$ cat config.mk
export PLATFORM = sky130hd
export DESIGN_NAME = alu_cc_unit
export DESIGN_NICKNAME = d
export VERILOG_FILES = /design/src/rtl/y86_pkg.sv /design/src/rtl/alu_cc_unit_cond_eval.sv /design/src/rtl/alu_cc_unit.sv
export SDC_FILE = /design/constraint.sdc
export NUM_CORES = 1
export LEC_CHECK = 0
export BUFFER_PORTS_ARGS = -buffer_cell sky130_fd_sc_hd__buf_2
export CORE_AREA = 5 5 130 132
export CTS_BUF_LIST = sky130_fd_sc_hd__clkbuf_2 sky130_fd_sc_hd__clkbuf_4 sky130_fd_sc_hd__clkbuf_8
export DETAILED_ROUTE_END_ITERATION = 8
export DIE_AREA = 0 0 135 137
export SLEW_MARGIN = 20
export SYNTH_ARGS = -nofsm -noshare
export SYNTH_HDL_FRONTEND = slang
export SYNTH_SLANG_ARGS = --single-unit
$ cat constraint.sdc
create_clock -name clk -period 2.47 [get_ports clk]
set_input_delay 0.3705 -clock clk [delete_from_list [all_inputs] [get_ports clk]]
set_output_delay 0.3705 -clock clk [all_outputs]
set_load 0.05 [all_outputs]
$ cat src/rtl/y86_pkg.sv
// Shared Y86 execute-stage encodings: ALU function codes, jXX/cmovXX
// condition codes and condition-code bit positions.
package y86_pkg;

  localparam logic [1:0] ALU_ADD = 2'b00;
  localparam logic [1:0] ALU_SUB = 2'b01;
  localparam logic [1:0] ALU_AND = 2'b10;
  localparam logic [1:0] ALU_XOR = 2'b11;

  localparam logic [3:0] C_YES = 4'd0;
  localparam logic [3:0] C_LE  = 4'd1;
  localparam logic [3:0] C_L   = 4'd2;
  localparam logic [3:0] C_E   = 4'd3;
  localparam logic [3:0] C_NE  = 4'd4;
  localparam logic [3:0] C_GE  = 4'd5;
  localparam logic [3:0] C_G   = 4'd6;

  localparam int CC_ZF = 2;
  localparam int CC_SF = 1;
  localparam int CC_OF = 0;

  // Field order matches the {ZF,SF,OF} port packing.
  typedef struct packed {
    logic zf;
    logic sf;
    logic of;
  } cc_t;

endpackage

$ cat src/rtl/alu_cc_unit_cond_eval.sv
// Combinational jXX/cmovXX condition evaluation from a {ZF,SF,OF} triple.
// Codes above C_G are reported as bad and evaluate false.
module cond_eval
  import y86_pkg::*;
(
  input  logic [2:0] flags_i,
  input  logic [3:0] ifun_i,
  output logic       cnd_o,
  output logic       bad_ifun_o
);

  logic zf, sf, of, lt;

  assign zf = flags_i[CC_ZF];
  assign sf = flags_i[CC_SF];
  assign of = flags_i[CC_OF];
  assign lt = sf ^ of;

  always_comb begin
    cnd_o      = 1'b0;
    bad_ifun_o = 1'b0;
    case (ifun_i)
      C_YES:   cnd_o = 1'b1;
      C_LE:    cnd_o = lt | zf;
      C_L:     cnd_o = lt;
      C_E:     cnd_o = zf;
      C_NE:    cnd_o = ~zf;
      C_GE:    cnd_o = ~lt;
      C_G:     cnd_o = ~lt & ~zf;
      default: bad_ifun_o = 1'b1;
    endcase
  end

endmodule

$ cat src/rtl/alu_cc_unit.sv
// Execute-stage ALU consumer: result select, flag derivation, CC register,
// valE register and condition evaluation. Optional macro: CC_FORWARD_EN.
module alu_cc_unit
  import y86_pkg::*;
#(
  parameter int         W      = 64,
  parameter logic [2:0] CC_RST = 3'b100
) (
  input  logic         clk,
  input  logic         rst_n,
  input  logic         in_valid,
  input  logic [1:0]   alu_fun,
  input  logic [W-1:0] add_out,
  input  logic [W-1:0] sub_out,
  input  logic [W-1:0] and_out,
  input  logic [W-1:0] xor_out,
  input  logic         add_ovf,
  input  logic         sub_ovf,
  input  logic         set_cc,
  input  logic [3:0]   ifun,
  input  logic         stall,
  input  logic         bubble,
  output logic [2:0]   cc,
  output logic         cnd,
  output logic [W-1:0] val_e,
  output logic         out_valid,
  output logic         cc_err
);

  cc_t          cc_q, cc_d;
  logic [W-1:0] val_e_q, val_e_d;
  logic         out_valid_q, out_valid_d;
  logic         cc_err_q, cc_err_d;

  logic [W-1:0] res;
  logic         ovf;
  cc_t          flags;
  logic         cnd_r, bad_r, bad_ifun;

  // Unselected buses are not guaranteed zero, so this must be a true mux.
  always_comb begin
    res = add_out;
    ovf = add_ovf;
    case (alu_fun)
      ALU_ADD: begin res = add_out; ovf = add_ovf; end
      ALU_SUB: begin res = sub_out; ovf = sub_ovf; end
      ALU_AND: begin res = and_out; ovf = 1'b0;    end
      ALU_XOR: begin res = xor_out; ovf = 1'b0;    end
      default: begin res = add_out; ovf = add_ovf; end
    endcase
  end

  always_comb begin
    flags.zf = (res == '0);
    flags.sf = res[W-1];
    flags.of = ovf;
  end

  cond_eval u_cond_reg (
    .flags_i    (cc_q),
    .ifun_i     (ifun),
    .cnd_o      (cnd_r),
    .bad_ifun_o (bad_r)
  );

`ifdef CC_FORWARD_EN
  logic cnd_f, bad_f, cc_wr;

  assign cc_wr = in_valid & set_cc & ~stall & ~bubble;

  cond_eval u_cond_fwd (
    .flags_i    (flags),
    .ifun_i     (ifun),
    .cnd_o      (cnd_f),
    .bad_ifun_o (bad_f)
  );

  assign cnd      = cc_wr ? cnd_f : cnd_r;
  assign bad_ifun = bad_r | bad_f;
`else
  assign cnd      = cnd_r;
  assign bad_ifun = bad_r;
`endif

  // Stall freezes everything; bubble kills the output slot and any CC write.
  always_comb begin
    cc_d        = cc_q;
    val_e_d     = val_e_q;
    out_valid_d = out_valid_q;
    cc_err_d    = cc_err_q;
    if (!stall) begin
      if (in_valid && bad_ifun) cc_err_d = 1'b1;
      if (bubble) begin
        out_valid_d = 1'b0;
        val_e_d     = '0;
      end else begin
        out_valid_d = in_valid;
        val_e_d     = in_valid ? res : '0;
        if (in_valid && set_cc) cc_d = flags;
      end
    end
  end

  always_ff @(posedge clk) begin
    if (!rst_n) begin
      cc_q        <= cc_t'(CC_RST);
      val_e_q     <= '0;
      out_valid_q <= 1'b0;
      cc_err_q    <= 1'b0;
    end else begin
      cc_q        <= cc_d;
      val_e_q     <= val_e_d;
      out_valid_q <= out_valid_d;
      cc_err_q    <= cc_err_d;
    end
  end

  assign cc        = cc_q;
  assign val_e     = val_e_q;
  assign out_valid = out_valid_q;
  assign cc_err    = cc_err_q;

endmodule

==> summary.log <==
INFO  outcome        run_status=finished, final reports clean
INFO  clock_network  cts_made_buffers=9
INFO  clock_network  cts_buffer_depth=2
INFO  synthesis      synth_top_cell_area_share=0.359
INFO  routing        highest_layer=met4
INFO  synthesis      syn-num-nets=618
INFO  place          port_buffers=339
INFO  timing         timing.fmax=470MHz
INFO  synthesis      post_synth_inst_count=348
INFO  synthesis      postSynthRegisterBits=69
INFO  timing         hold_violations=0
INFO  worst_setup_path worst_path_most_repeated_cell=sky130_fd_sc_hd__nor4_1
INFO  floorplan      fp.dieArea=0.0185sqmm
INFO  worst_setup_path cp_num_buf_inv=2
INFO  worst_setup_path worst_path_dominant_cell_family=simple AND/OR/NAND/NOR gates
INFO  clock_network  clkSinkCount=69
INFO  layout         postLayoutCoreUtil=0.399
INFO  flow_run       timing.max_cap.violations=0
INFO  timing         grt_setup_unrepaired=false
INFO  timing         finalSetupViolCount=0
INFO  routing        detailroute.via_count=4469
INFO  routing        vias_per_inst=4.97
INFO  grt            maximum_number_of_pins_on_one_net_before_global_route_repair=66
INFO  worst_setup_path cp_max_fo=28
INFO  clock_network  root_buffer=sky130_fd_sc_hd__clkbuf_8
INFO  layout         nNetsFinal=949
INFO  synthesis      ys_warn_count=0
INFO  synthesis      synth_top_cells_by_count=sky130_fd_sc_hd__nor2_1, sky130_fd_sc_hd__dfxtp_1, sky130_fd_sc_hd__a22oi_1, sky130_fd_sc_hd__mux4_2, sky130_fd_sc_hd__clkbuf_1
INFO  grt            global_route.usage.total=0.181
INFO  floorplan      chipWidth=135um
INFO  worst_setup_path critPathSlowestCell=sky130_fd_sc_hd__mux4_2
INFO  hold_path      timing.hold.worst_path_depth=3
INFO  synthesis      syn_avg_cell_area=11.5squm
INFO  routing        drt-pass1-iter-count=4
INFO  timing         final_period_demand_of_the_worst_path=2130ps
INFO  floorplan      initial_core_util=0.257
INFO  clock_network  cts.repair_timing.setup_buffer_count=0
INFO  timing         timing.clock.skew=0ps
INFO  place          gp_congestion=0.847
INFO  clock_network  post_cts_resized=0
INFO  synthesis      synth_most_common_cell=sky130_fd_sc_hd__nor2_1
INFO  floorplan      io_pins=340
INFO  clock_network  cts_htree_levels=3
INFO  synthesis      syn_area=0.00401sqmm
INFO  floorplan      die-height=137um
INFO  pwr            pwr_density_cell=480mW/mm^2
INFO  floorplan      rows=46
INFO  routing        drt.antenna.violating_nets=0
INFO  pwr            peakVddDrop=0.000306V
INFO  worst_setup_path crit_path_end_kind=flop
INFO  synthesis      synth.yosys.seq_area_share=0.344
INFO  hold_path      min_path_type=in2reg
INFO  synthesis      yosys.area.top_type=sky130_fd_sc_hd__mux4_2
INFO  timing         tightestPinTransition=865ps
INFO  routing        met3_length=1.83mm
INFO  worst_setup_path path_class=in2reg
INFO  worst_setup_path crit_required=2770ps
INFO  clock_network  clkTransAtPathRegs=80ps
INFO  grt            globalRoute.totalOverflow=0
INFO  worst_setup_path cp_launch_point=alu_fun[0]
INFO  place          dp.final_hpwl=14.8mm
INFO  timing         relSlewSlack=0.422
INFO  routing        detail_route.wirelength.met1=6.68mm
INFO  synthesis      ys_async_sr_fraction=0
INFO  synthesis      synthFlopType=sky130_fd_sc_hd__dfxtp_1
INFO  hold_path      worst_hold_startpoint=set_cc
INFO  timing         worst_slack=342ps
INFO  synthesis      synth_cell_types=26
INFO  grt            grt_antenna_before_repair=0
INFO  layout         area.growth.synth_to_final=54.9%
INFO  routing        first_drt_iteration_drcs=203
INFO  worst_setup_path cp-start-kind=input pin
INFO  synthesis      synth_enable_flop_cells=0
INFO  clock_network  cts_hold_buffers=0
INFO  floorplan      coreArea=0.0156sqmm
INFO  clock_network  tritoncts=yes
INFO  routing        drt-wirelength-per-cell=19.7um
INFO  place          pre_cts_slack=-23.8ps
INFO  routing        totalWireLength=17.7mm
INFO  worst_setup_path path_depth=7
INFO  synthesis      ys_top_cells_by_area=sky130_fd_sc_hd__mux4_2, sky130_fd_sc_hd__dfxtp_1, sky130_fd_sc_hd__a22oi_1
INFO  worst_setup_path worstRegToRegCells=1
INFO  worst_setup_path critPathMaxStageDelay=550ps
INFO  grt            grt_pass1_wl=25.4mm
INFO  grt            first_global_vias=4522
INFO  routing        drc=0
INFO  pwr            report.power.total=2.98mW
INFO  timing         drv_slew=0
INFO  pwr            power.static_leakage=2.88nW
INFO  clock_network  clk_latency=350ps
INFO  layout         num_antenna_cells=0
INFO  routing        met2RoutedLength=8.89mm
INFO  timing         layout_worst_path_cycle_share=0.861
INFO  worst_setup_path reg2reg_launch_point=cc[2]
INFO  worst_setup_path timing.critical_path.arrival=2430ps
INFO  worst_setup_path worstPathCellList=buf_4 -> buf_12 -> mux4_2 -> nor4_1 -> nand4_1 -> nor4_1 -> a221o_1
INFO  layout         drive_gt1_frac=0.639
power breakdown:
part / internal (mW) / switching, mW / total [mW]
clock network: 0.559 / 0.441 / 1.00
registers: 1.14 / 0.0200 / 1.16
logic: 0.402 / 0.416 / 0.818
worst paths after layout:
check,endpoint,slack (ps)
max,cc[2],340
min,cc[1],310
min reg2reg,cc_err,470
max reg2reg,cc[2],1650
cells by family after synthesis:
logic type      after synthesis  share of synthesized area
simple gates                103                      0.114
compound gates               74                      0.134
flops                        69                      0.344
mux                          65                      0.362
buf+inv                      36                     0.0436
xor+xnor                      1                    0.00218
area by class of cell:
class                   instances  area, sq um
well taps                     216          270
clock inverters                 3         42.5
clock buffers                  13          173
inverters                       1         3.75
flip-flops and latches         69         1380
repair buffers                355         1880
multi-input cells             243         2460
fillers                      1570         9380
placed cells by master, fill, tap and decap left out, types with 2 or more instances in the layout:
| cell type | n |
|---|---|
| sky130_fd_sc_hd__nor4_1 | 16 |
| sky130_fd_sc_hd__dfxtp_1 | 69 |
| sky130_fd_sc_hd__a22oi_1 | 64 |
| sky130_fd_sc_hd__nand4_1 | 3 |
| sky130_fd_sc_hd__buf_12 | 5 |
| sky130_fd_sc_hd__o21ai_0 | 2 |
| sky130_fd_sc_hd__a21oi_1 | 5 |
| sky130_fd_sc_hd__nor3_1 | 3 |
| sky130_fd_sc_hd__nor2_1 | 71 |
| sky130_fd_sc_hd__clkbuf_8 | 12 |
| sky130_fd_sc_hd__buf_2 | 338 |
| sky130_fd_sc_hd__buf_4 | 12 |
| sky130_fd_sc_hd__nand2_1 | 3 |
| sky130_fd_sc_hd__nand2b_1 | 2 |
| sky130_fd_sc_hd__mux4_2 | 64 |
sequential cells by signal (all words and copies together) (netlist names):
register,flops
cc,3
cc_err,1
out_valid,1
val_e,64
metal layers:
| metal | vias up | track usage |
|---|---|---|
| met1 | 2141 | 0.220 |
| met2 | 248 | 0.307 |
| met5 | - | 0 |
| met4 | 0 | 0.0482 |
| li1 | 2061 | - |
| met3 | 19 | 0.0647 |
metrics by stage:
step                TNS [ps]  hold WS [ps]  instance area, sq um  cells
floorplan                  0           518                  4010    348
global placement           0           448                  6000    884
detailed placement     -23.8           459                  6000    884
CTS                        0           269                  6220    900
global route               0           284                  6220    900
finish                     0           305                  6220    900
worst min-delay path, cell delays in order:
cell                      delay, ps
sky130_fd_sc_hd__buf_2          120
sky130_fd_sc_hd__nand3_1         60
sky130_fd_sc_hd__a21oi_1         50
No activity file was read; power rests on OpenSTA's default activity.
